==> src/rtl/parking_gate_controller.sv <==
// Entry/exit sequencer for an 8-spot lot: keeps the occupancy bitmap, assigns the lowest free spot, runs the gate.
// Optional gate auto-close timeout is compiled in with `define PARKING_GATE_TIMEOUT_EN.
module parking_gate_controller #(
  parameter int unsigned GATE_HOLD_CYCLES = 16
) (
  input  logic       clk,
  input  logic       rst_n,
  input  logic       entry,
  input  logic       exit_req,
  input  logic [2:0] exit_spot,
  input  logic       car_passed,
  output logic [7:0] parking_capacity,
  output logic [2:0] park_number,
  output logic       park_valid,
  output logic       entry_deny,
  output logic       exit_err,
  output logic       gate_open,
  output logic [3:0] free_count,
`ifdef PARKING_GATE_TIMEOUT_EN
  output logic       busy,
  output logic       timeout
`else
  output logic       busy
`endif
);

  typedef enum logic [1:0] {IDLE, ENTRY_OPEN, EXIT_OPEN, CLOSE} state_t;

  if (GATE_HOLD_CYCLES < 2 || GATE_HOLD_CYCLES > 255) begin : g_bad_hold
    $error("GATE_HOLD_CYCLES must be in 2..255");
  end

  state_t     state_q, state_d;
  logic [7:0] cap_d;
  logic [2:0] num_d;
  logic [2:0] exit_q, exit_d;
  logic       valid_d, deny_d, err_d;
  logic [2:0] lowest_free;

`ifdef PARKING_GATE_TIMEOUT_EN
  localparam logic [7:0] HOLD_LAST = 8'(GATE_HOLD_CYCLES - 1);
  logic [7:0] hold_q, hold_d;
  logic       timeout_d;
`endif

  always_comb begin
    lowest_free = '0;
    for (int unsigned i = 8; i > 0; i--) begin
      if (!parking_capacity[i-1]) lowest_free = 3'(i - 1);
    end
  end

  always_comb begin
    free_count = '0;
    for (int unsigned i = 0; i < 8; i++) begin
      free_count = free_count + {3'b000, ~parking_capacity[i]};
    end
  end

  assign gate_open = (state_q == ENTRY_OPEN) || (state_q == EXIT_OPEN);
  assign busy      = (state_q != IDLE);

  always_comb begin
    state_d = state_q;
    cap_d   = parking_capacity;
    num_d   = park_number;
    exit_d  = exit_q;
    valid_d = 1'b0;
    deny_d  = 1'b0;
    err_d   = 1'b0;
`ifdef PARKING_GATE_TIMEOUT_EN
    hold_d    = hold_q;
    timeout_d = 1'b0;
`endif
    unique case (state_q)
      IDLE: begin
`ifdef PARKING_GATE_TIMEOUT_EN
        hold_d = '0;
`endif
        // exit first: it can only free a spot, never consume one
        if (exit_req) begin
          if (parking_capacity[exit_spot]) begin
            state_d = EXIT_OPEN;
            exit_d  = exit_spot;
          end else begin
            err_d = 1'b1;
          end
        end else if (entry) begin
          if (free_count != 4'd0) begin
            state_d = ENTRY_OPEN;
            num_d   = lowest_free;
            valid_d = 1'b1;
          end else begin
            deny_d = 1'b1;
          end
        end
      end
      ENTRY_OPEN, EXIT_OPEN: begin
        if (car_passed) begin
          if (state_q == ENTRY_OPEN) cap_d[park_number] = 1'b1;
          else                       cap_d[exit_q]      = 1'b0;
          state_d = CLOSE;
        end
`ifdef PARKING_GATE_TIMEOUT_EN
        else if (hold_q == HOLD_LAST) begin
          timeout_d = 1'b1;
          state_d   = CLOSE;
        end else begin
          hold_d = hold_q + 8'd1;
        end
`endif
      end
      CLOSE:   state_d = IDLE;
      default: state_d = IDLE;
    endcase
  end

  always_ff @(posedge clk) begin
    if (!rst_n) begin
      state_q          <= IDLE;
      parking_capacity <= '0;
      park_number      <= '0;
      exit_q           <= '0;
      park_valid       <= 1'b0;
      entry_deny       <= 1'b0;
      exit_err         <= 1'b0;
`ifdef PARKING_GATE_TIMEOUT_EN
      hold_q           <= '0;
      timeout          <= 1'b0;
`endif
    end else begin
      state_q          <= state_d;
      parking_capacity <= cap_d;
      park_number      <= num_d;
      exit_q           <= exit_d;
      park_valid       <= valid_d;
      entry_deny       <= deny_d;
      exit_err         <= err_d;
`ifdef PARKING_GATE_TIMEOUT_EN
      hold_q           <= hold_d;
      timeout          <= timeout_d;
`endif
    end
  end

endmodule

==> config.mk <==
export PLATFORM = sky130hd
export DESIGN_NAME = parking_gate_controller
export DESIGN_NICKNAME = d
export VERILOG_FILES = /design/src/rtl/parking_gate_controller.sv
export SDC_FILE = /design/constraint.sdc
export NUM_CORES = 1
export LEC_CHECK = 0
export BUFFER_PORTS_ARGS = -buffer_cell sky130_fd_sc_hd__buf_4
export CORE_UTILIZATION = 45
export DETAILED_ROUTE_END_ITERATION = 6
export HOLD_SLACK_MARGIN = 0.1
export PLACE_DENSITY_LB_ADDON = 0.15
export SLEW_MARGIN = 20
export SYNTH_ARGS = -nofsm -noshare
export SYNTH_HDL_FRONTEND = slang
export SYNTH_SLANG_ARGS = --single-unit
==> constraint.sdc <==
create_clock -name clk -period 7.2 [get_ports clk]
set_input_delay 0.72 -clock clk [delete_from_list [all_inputs] [get_ports clk]]
set_output_delay 0.72 -clock clk [all_outputs]
set_load 0.03 [all_outputs]
* Yosys cells after proc, flatten, opt, wreduce, memory -nomap -nowiden
Index checks and enable logic that the tools add are counted.
** Storage, ports and cells
- Register bits after elaboration :: 19
- Input port bits :: 8
- Output and inout port bits :: 20
- Word-level logic and storage cells :: 78
** Cells by class
- Add/subtract/negate cells :: 7
- Order comparisons :: 5
- Equal/unequal tests :: 7
- Mux-type cells :: 24
- Bitwise operators :: 15
- Reduce and logical (&&, ||, !) cells :: 13
** Operator list (number)
- 3-bit 2-to-1 mux :: 8
- 4-bit by 1-bit adder with 4-bit output :: 4
- 3-bit by 4-bit less-than comparator with 1-bit output, second input constant :: 3
- 1-bit inverter :: 12
- 2-bit 2-to-1 mux :: 5
- 3-bit inequality test, second input constant :: 3
- 8-bit bitwise AND :: 1
- 8-bit 2-to-1 mux :: 1
- 8-bit inverter :: 1
- 8-bit bitwise OR :: 1
- 4-bit AND reduction :: 2
- 1-bit demux with 3-bit select :: 2
- 3-bit by 1-bit >= comparator with 1-bit output, second input constant :: 2
- 1-bit 2-to-1 mux :: 6
- 2-bit one-hot mux with 3 select lines :: 1
- 3-bit AND reduction :: 2
- 3-bit by 1-bit adder with 4-bit output :: 1
- 2-bit == test, second input constant :: 2
- 4-bit nonzero test :: 1
- 4-bit OR reduction :: 1
- 2-bit by 1-bit adder with 3-bit output :: 1
- 1-bit binary-select mux with 3-bit select :: 1
- 1-bit by 1-bit adder with 2-bit output :: 1
- 2-bit by 1-bit == test with 1-bit output, second input constant :: 1
- 7 further kinds :: 8

* Logic depth before layout (Yosys ltp)
Gate-level depths: netlist (run 1).
- Depth in word-level cells :: 13
- Mapped depth :: 12
- Gate-level depth less buffers :: 12

* Worst setup path before layout (run 1)
No wires, ideal clock.
- Kind :: reg-to-reg
- Start :: reg parking_capacity[0]
- End :: reg park_number[1]
- Setup time :: 128 ps
- Data arrival time :: 4192 ps
- Data required time :: 7072 ps
- Setup slack :: 2880 ps
- Cell stages (with the launch flop) :: 13
- Path buffers :: 0
- Path through :: dfxtp_1 > inv_1 > fa_1 > fa_1 > fa_1 > ha_1 > inv_1 > fa_1 > xnor2_1 > a211oi_1 > nor3_1 > mux2i_1 > nor2_1
** On the way
- Word-level cells in the longest chain between the ends :: 10
- Elaborated cells on any way between the ends :: 11
- Classes of those cells :: 7 x add/sub; 1 x mux; 1 x bitwise; 2 x reduce/logical
** Ends and longest elaborated chain
- from (decl) :: line 12 : output logic [7:0] parking_capacity,
- from (signal assigned) :: line 133 : parking_capacity <= cap_d;
- 1-bit inverter :: line 56 : free_count = free_count + {3'b000, ~parking_capacity[i]};
- 1-bit by 1-bit adder with 2-bit output :: line 56
- 2-bit by 1-bit adder with 3-bit output :: line 56
- 3-bit by 1-bit adder with 4-bit output :: line 56
- 4-bit by 1-bit adder with 4-bit output (4 in a row) :: line 56
- named net free_count[2] :: line 18 : output logic [3:0] free_count,
- 4-bit nonzero test :: line 89 : if (free_count != 4'd0) begin
- 4-bit AND reduction (no source line)
- to (signal assigned) :: line 134 : park_number <= num_d;
- to (decl) :: line 13 : output logic [2:0] park_number,
The timed path passes the listed nets, and every way through them passes these cells.
A chain may end at the register's enable or synchronous reset.

* Worst setup path in the final report (run 1)
- Start :: reg parking_capacity[0]
- End :: out free_count[2]
** On the way
- Word-level cells in the longest chain between the ends :: 8
** Ends and longest elaborated chain (line)
- 1-bit inverter :: 56
- 1-bit by 1-bit adder with 2-bit output :: 56
- 2-bit by 1-bit adder with 3-bit output :: 56
- 3-bit by 1-bit adder with 4-bit output :: 56
- 4-bit by 1-bit adder with 4-bit output (4 in a row) :: 56
- to (decl) :: 18
Every way passes these cells.

==> flow_summary.ini, run 1 <==
[route]
dr.pass1.iters = 4
vias = 1146
routedWlPerCell_um = 14.8
dr.first_iter.drc_count = 22
ant_nets = 0
drt-total-wl_um = 2930
drc = 0
viasPerCell = 5.79

[timing]
fin_skew_ns = 0.0125
fin_hold_ws_ns = 0.539
post-route-period-util_pct = 58.3
rsz0062_at_grt = no
timing.final.crit_period_ns = 4.20
worstMarginPinSlew_ns = 0.594
maxSlewHeadroom_pct = 60.3
maxSlewViolCount = 0
finalHoldViolations = 0
setup_viol = 0
max_freq_ghz = 0.238
setup-tns-final_ns = 0

[synthesis]
seq_area_frac_synth_pct = 32.1
synth.area.top_cells = dfxtp_1 (32%), fa_1 (6.8%), mux2i_1 (5.9%), inv_1 (5.4%), ha_1 (5.3%)
netlist.area_leader.share_pct = 32.1
postSynth.asyncResetShare_pct = 0
syn_area_um2 = 1190
synthCells = 140
synth_nets = 157
ys_warn_count = 0
netlist.top_cell.by_area = dfxtp_1
synth-seq-cells = 19
syn_area_per_cell_um2 = 8.47
synth-edff-count = 0
synth.distinct_cells = 38
synth_flop_cell = dfxtp_1

[global_routing]
grt-ovfl-total = 0
grt_pass1_vias = 1106
grt_pass1_wl_um = 4820
antenna_found_initial = 0
grt_max_degree = 18
track_usage_pct = 23.7

[floorplan]
die_h_um = 53.3
die_area_um2 = 2850
dieWidth_um = 53.3
rows = 18
coreArea_um2 = 2480
start_util_pct = 47.9
io_pins = 28

[job]
max_cap_violations = 0

[place]
hpwl_um = 2230
gp_congestion = 0.855
io_buffers = 27

[layout]
layout_commonest_cell = buf_4
final_cell_mix = buf_4 (27), dfxtp_1 (19), inv_1 (17)
post-route-util_pct = 57.9
n_antenna_cell = 0
drive_above_1_share_pct = 21.4
syn_to_final_growth_pct = 21.0
final_nets = 186
fill_cells = 242

[setup_path]
crit_required_ns = 6.48
rr_worst_depth = 12
start_kind = flop
path_max_fanout = 6
arrival_ns = 3.48
criticalPathCategory = reg2out
endpoint_kind = output port

[power_and_ir_drop]
p_leak_nw = 0.564
powerDensity_nw_per_um2 = 242
finalPower_uw = 348
ir_drop_uv = 163

[clock_tree]
cts_root_buf = clkbuf_4
cts_setup_buffers = 0
cts_made_buffers = 3
postCtsResizedCells = 0
htree_levels = 1
clock_latency_ns = 0.31
cts.sinks = 19
clockBufferDepth = 2
hold_buffers = 0
cts_tree = built
clk_pin_slew_ns = 0.12

[run_status]
status = complete, no violations

[hold_path]
holdPathStages = 2
hold_path_class = reg2reg
cell type report:
class | count | area [µm²] | share of cell area (%)
Inverter | 18 | 67.6 | 4.71
Timing Repair Buffer | 27 | 203 | 14.1
Sequential cell | 19 | 380 | 26.5
Tap cell | 30 | 37.5 | 2.62
Clock inverter | 1 | 5.00 | 0.349
Clock buffer | 3 | 22.5 | 1.57
Multi-Input combinational cell | 100 | 719 | 50.1
power breakdown:
part / switching, mW / total, mW / internal (mW)
registers: 0.00745 / 0.121 / 0.114
clock network: 0.0339 / 0.0546 / 0.0207
logic: 0.106 / 0.172 / 0.0658
kinds of logic (layout without fill, tap and decap cells):
kind of cell               after synthesis  in the layout  synth area share [%]
adders and majority gates                9              9                  12.0
and+or+nand+nor                         46             46                  19.9
muxes                                    9              9                  8.76
buffers and inverters                   21             49                  7.28
xor gates and xnor gates                 1              1                 0.739
DFF                                     19             19                  32.1
AOI/OAI and AO/OA                       35             35                  19.2
critical path: stages (launching register included):
cell	delay, ns
dfxtp_1	0.45
inv_1	0.11
fa_1	0.57
fa_1	0.44
fa_1	0.52
ha_1	0.15
inv_1	0.06
fa_1	0.38
xnor2_1	0.28
buf_4	0.22
final timing paths:
kind / slack (ns) / endpoint / start
setup / recovery: 3.00 / free_count[2] / parking_capacity[0]$_SDFFE_PN0P_
hold / removal: 0.54 / exit_q[1]$_SDFFE_PN0P_ / exit_q[1]$_SDFFE_PN0P_
setup reg to reg: 3.29 / park_number[1]$_SDFFE_PN0P_ / parking_capacity[0]$_SDFFE_PN0P_
hold reg to reg: 0.54 / exit_q[1]$_SDFFE_PN0P_ / exit_q[1]$_SDFFE_PN0P_
per-stage QoR:
stage | setup WS (ns) | area (µm²) | cells
final | 3.00 | 1440 | 198
after global routing | 2.83 | 1440 | 198
after CTS | 3.00 | 1440 | 198
after detailed placement | 3.28 | 1410 | 194
after global placement | 3.39 | 1410 | 194
after floorplan | 2.88 | 1190 | 140
cells in the mapped netlist (4+ instances only):
| cell | n |
|---|---|
| dfxtp_1 | 19 |
| inv_1 | 17 |
| nand2_1 | 12 |
| a21oi_1 | 10 |
| o21ai_0 | 8 |
| mux2i_1 | 7 |
| nor2_1 | 7 |
| a211oi_1 | 5 |
| ha_1 | 5 |
| fa_1 | 4 |
| nand2b_1 | 4 |
| nor3_1 | 4 |
| nor4_1 | 4 |
metal layers:
metal	track usage (%)	part of all wire, %	vias up
met2	37.7	45	45
met1	29.3	46	536
li1	-	-	552
met4	13.2	3.5	0
met5	0	0	-
met3	4.89	5.5	13
sequential cells by signal, indices dropped and copies added (netlist names):
register and flops:
exit_q 3, park_valid 1, state_q 2, park_number 3
exit_err 1, parking_capacity 8, entry_deny 1
Note: power is estimated with default switching activity, not from simulation.
==> inputs of run 2 (changes only) <==
==> constraint.sdc (replaced) <==
create_clock -name clk -period 4.4 [get_ports clk]
set_input_delay 0.44 -clock clk [delete_from_list [all_inputs] [get_ports clk]]
set_output_delay 0.44 -clock clk [all_outputs]
set_load 0.03 [all_outputs]
==> run 2 against run 1 <==
  * Die area did not move
  * Utilization is 0.050 points lower
  * Count of clock-buffer cells in the layout grew 1
  * Highest routed layer unchanged
  * Via count is 0.52% lower
  * Non-clock buffer count did not move
  * Routed wire length is 1.1% lower
  * Final area barely moved
  * Flip-flop and latch count unchanged
  * Sequential power grew 64%
  * Critical path depth is the same
  * Combinational power increased by 63%
==> flow_summary.ini, run 2 (synthesis gave the netlist of run 1 again) <==
[run_status]
status = complete, no violations

[route]
ant_nets = 0
drc = 0
dr.first_iter.drc_count = 24
viasPerCell = 5.76
vias = 1140
dr.pass1.iters = 4
drt-total-wl_um = 2900
routedWlPerCell_um = 14.6

[layout]
n_antenna_cell = 0
final_cell_mix = buf_4 (27), dfxtp_1 (19), inv_1 (17)
syn_to_final_growth_pct = 20.9
final_nets = 186
layout_commonest_cell = buf_4
final_area_um2 = 1430
largest_register_ffs = 8
reg_top3 = parking_capacity: 8 flops, exit_q: 3 flops, park_number: 3 flops
regMostFlops = parking_capacity
drive_above_1_share_pct = 20.8

[power_and_ir_drop]
p_leak_nw = 0.562
powerDensity_nw_per_um2 = 397
ir_drop_uv = 244

[setup_path]
endpoint_kind = output port
crit_chain = inv_1 -> fa_1 -> fa_1 -> fa_1 -> ha_1 -> inv_1 -> fa_1 -> xnor2_1 -> buf_4
cpMostUsedCell = fa_1
rr_worst_depth = 12
criticalPathCategory = reg2out
start_kind = flop
slowest_stage = fa_1
path_max_fanout = 6
arrival_ns = 3.45
max_stage_delay_ns = 0.57
crit_required_ns = 3.96

[timing]
rsz0062_at_grt = no
maxSlewHeadroom_pct = 59.8
setup-tns-final_ns = 0
fin_skew_ns = 0.00251
post-route-period-util_pct = 88.4
max_freq_ghz = 0.257
finalHoldViolations = 0
timing.final.crit_period_ns = 3.89
worstMarginPinSlew_ns = 0.602
setup_slack_ns = 0.510
setup_viol = 0
maxSlewViolCount = 0

[floorplan]
dieWidth_um = 53.3
rows = 18
io_pins = 28
die_h_um = 53.3
coreArea_um2 = 2480
start_util_pct = 47.9
die_area_um2 = 2850

[clock_tree]
htree_levels = 1
cts_tree = built
cts_setup_buffers = 0
clockBufferDepth = 2
cts_root_buf = clkbuf_4
clock_latency_ns = 0.30
clk_pin_slew_ns = 0.10
cts.sinks = 19
cts_made_buffers = 3
postCtsResizedCells = 0
hold_buffers = 0

[job]
max_cap_violations = 0

[place]
place_ws_ns = 0.541
place_area_um2 = 1410
gp_congestion = 0.895
io_buffers = 27
hpwl_um = 2210

[global_routing]
grt_max_degree = 18
grt-ovfl-total = 0
grt_pass1_vias = 1027
grt_pass1_wl_um = 4880
track_usage_pct = 24.2
antenna_found_initial = 0

[hold_path]
hold_path_class = in2reg
holdPathStages = 3
-- run 2: worst max-delay path: cells and delay by family, from the launching register on --
family | cells | cell delay (ns)
adder cells (fa/ha/maj) | 5 | 2.05
buffers and inverters | 3 | 0.37
XOR/XNOR | 1 | 0.27
flip-flops | 1 | 0.45
-- run 2: layout make-up --
class / count / area [µm²]
clock buffers: 4 / 26.3
fillers: 239 / 1040
inverters: 18 / 67.6
multi-input cells: 100 / 719
flip-flops and latches: 19 / 380
well taps: 30 / 37.5
repair buffers: 27 / 203
-- run 2: final timing paths --
kind                               startpoint                           to  slack, ns
max          parking_capacity[0]$_SDFFE_PN0P_                free_count[2]       0.51
min                                     entry        entry_deny$_SDFF_PP0_       0.42
max reg2reg  parking_capacity[0]$_SDFFE_PN0P_  park_number[2]$_SDFFE_PN0P_       0.55
min reg2reg            exit_q[1]$_SDFFE_PN0P_       exit_q[1]$_SDFFE_PN0P_       0.54
-- run 2: power breakdown --
part | internal, mW | switching (mW)
Combinational | 0.108 | 0.173
Sequential | 0.186 | 0.0124
Clock | 0.0354 | 0.0542
-- run 2: per-layer routing --
metal	track usage (%)	share of wire (%)
met1	32.6	47
met2	38.1	46
met3	3.74	5.1
met4	8.77	1.2
met5	0	0
-- run 2: through the flow --
| step | hold WS (ns) | power [mW] | cells | util, % |
|---|---|---|---|---|
| floorplan | 0.476 | 0.402 | 140 | - |
| global placement | 0.515 | 0.476 | 194 | 56.8 |
| detailed placement | 0.530 | 0.483 | 194 | 56.8 |
| CTS | 0.417 | 0.571 | 198 | 57.9 |
| global route | 0.430 | 0.612 | 198 | 57.9 |
| finish | 0.420 | 0.569 | 198 | 57.9 |
==> inputs of run 3 (changes only) <==
==> constraint.sdc (replaced) <==
create_clock -name clk -period 3.4 [get_ports clk]
set_input_delay 0.34 -clock clk [delete_from_list [all_inputs] [get_ports clk]]
set_output_delay 0.34 -clock clk [all_outputs]
set_load 0.03 [all_outputs]
==> run 3 against run 2 <==
  * The run now ends with negative setup slack left
  * Clock power grew 25%
  * First-iteration DRC count grew 88%
  * Utilization grew 6.4 points
  * Critical path type is now reg2reg
  * Critical endpoint is now state_q[0]$_SDFFE_PN0P_
  * Largest power group unchanged
==> flow_summary.ini, run 3 (synthesis gave the netlist of run 1 again) <==
[place]
hpwl_um = 2320
gp_congestion = 0.826
place_area_um2 = 1530
io_buffers = 27

[floorplan]
dieWidth_um = 53.3
rows = 18
io_pins = 28
start_util_pct = 47.9
coreArea_um2 = 2480
die_area_um2 = 2850
die_h_um = 53.3

[layout]
syn_to_final_growth_pct = 34.3
largest_register_ffs = 8
final_nets = 194
drive_above_1_share_pct = 32.4
reg_top3 = parking_capacity: 8 flops, exit_q: 3 flops, park_number: 3 flops
regMostFlops = parking_capacity
final_area_um2 = 1590
layout_commonest_cell = buf_4
final_cell_mix = buf_4 (33), dfxtp_1 (16), inv_1 (14)
n_antenna_cell = 0
fill_cells = 228

[power_and_ir_drop]
intPower_uw = 476
swShare_pct = 41.8
clockPowerShare_pct = 13.8
power_frac_seq_pct = 30.9
finalPower_uw = 817
ir_drop_uv = 448
powerDensity_nw_per_um2 = 513
p_leak_nw = 0.636
comb_power_share_pct = 55.3
switching_power_uw = 341

[setup_path]
r2r-end = state_q[0]$_SDFFE_PN0P_
timing.rr.start = parking_capacity[1]$_SDFFE_PN0P_
crit_path_end = state_q[0]$_SDFFE_PN0P_
arrival_ns = 3.71
endpoint_kind = flop
crit_required_ns = 3.57
start_kind = flop
rr_worst_depth = 12
criticalPathCategory = reg2reg
path_max_fanout = 3
regToRegSetupSlack_ns = -0.14
critical_path.startpoint = parking_capacity[1]$_SDFFE_PN0P_

[timing]
worstMarginPinSlew_ns = 0.623
setup_slack_ns = -0.136
fin_hold_ws_ns = 0.329
max_freq_ghz = 0.283
finalHoldViolations = 0
maxSlewViolCount = 0
timing.final.crit_period_ns = 3.54
maxSlewHeadroom_pct = 58.3
rsz0062_at_grt = yes
post-route-period-util_pct = 104
setup_viol = 8
fin_skew_ns = 0.00232

[global_routing]
grt-ovfl-total = 0
antenna_found_initial = 0
grt_pass1_vias = 1007
grt_max_degree = 18
track_usage_pct = 22.2
grt_pass1_wl_um = 4510

[clock_tree]
clk_pin_slew_ns = 0.10
cts_made_buffers = 3
cts_tree = built
clockBufferDepth = 2
cts.sinks = 19
clock_latency_ns = 0.29
htree_levels = 1
cts_root_buf = clkbuf_4
cts_setup_buffers = 0

[route]
routedWlPerCell_um = 14.2
dr.first_iter.drc_count = 45
dr.pass1.iters = 4
vias = 1170
viasPerCell = 5.68
drc = 0
ant_nets = 0
drt-total-wl_um = 2930

[job]
max_cap_violations = 0

[run_status]
failed_checks = negative setup slack
status = complete, but fails checks

[hold_path]
hold_path_class = in2reg
==> run 3: changes by cell type in the layout (fill, tap and decap cells not counted), sizes merged <==
| cell | before | now |
|---|---|---|
| buf | 27 | 35 |
==> run 3: final cells by class <==
cell class                 count  area [µm²]  share of cell area (%)
multi-input combinational    100         800                    50.2
timing repair buffer          35         270                    17.0
inverter                      18        67.6                    4.24
clock buffer                   4        26.3                    1.65
tap                           30        37.5                    2.36
sequential                    19         392                    24.6
==> run 3: critical path, cell delays in order (launching register included) <==
cell and delay, ns:
dfxtp_4 0.36, inv_2 0.04, fa_1 0.54, fa_1 0.42
fa_1 0.50, ha_2 0.19, inv_2 0.04, fa_2 0.57
nand2b_4 0.06, a2111o_1 0.32, o221a_4 0.15, o2111ai_2 0.09
o311ai_4 0.13
==> run 3: per-layer routing <==
layer	vias up	part of all wire (%)	global-route usage [%]
met4	0	1.1	7.89
met5	-	0	0
met1	556	45	28.6
met3	6	3.6	2.59
li1	571	-	-
met2	37	50	37.7
==> run 3: power groups by stage <==
stage / clock, mW / sequential, mW / combinational [mW]
floorplan: 0 / 0.276 / 0.274
finish: 0.112 / 0.253 / 0.452
global placement: 0 / 0.257 / 0.403
detailed placement: 0 / 0.258 / 0.409
CTS: 0.116 / 0.253 / 0.431
global route: 0.127 / 0.255 / 0.480
==> run 3: worst min-delay path by stage <==
stage	startpoint	endpoint	slack (ns)	cells past startpoint
6_report	exit_spot[1]	exit_q[1]$_SDFFE_PN0P_	0.33	3
5_1_grt	exit_spot[1]	exit_q[1]$_SDFFE_PN0P_	0.33	3
4_1_cts	exit_spot[1]	exit_q[1]$_SDFFE_PN0P_	0.33	3
3_5_place_dp	exit_q[0]$_SDFFE_PN0P_	exit_q[0]$_SDFFE_PN0P_	0.52	2
3_3_place_gp	exit_q[1]$_SDFFE_PN0P_	exit_q[1]$_SDFFE_PN0P_	0.50	2
2_1_floorplan	exit_q[1]$_SDFFE_PN0P_	exit_q[1]$_SDFFE_PN0P_	0.48	2
==> run 3: per-stage QoR <==
stage	cells	util, %	setup TNS [ns]	setup WS, ns
6_report	206	64.3	-0.450	-0.136
5_1_grt	206	64.3	-1.64	-0.247
4_1_cts	206	63.6	-0.708	-0.114
3_5_place_dp	203	61.7	-0.513	-0.156
3_3_place_gp	203	61.7	-0.302	-0.117
2_1_floorplan	140	-	-0.846	-0.203
==> run 3: what timing repair did <==
item	4_1_cts	5_1_grt
gates cloned	0	0
pin swaps	2	2
resized for setup	5	2
hold buffers	0	0
setup endpoints to repair	8	9
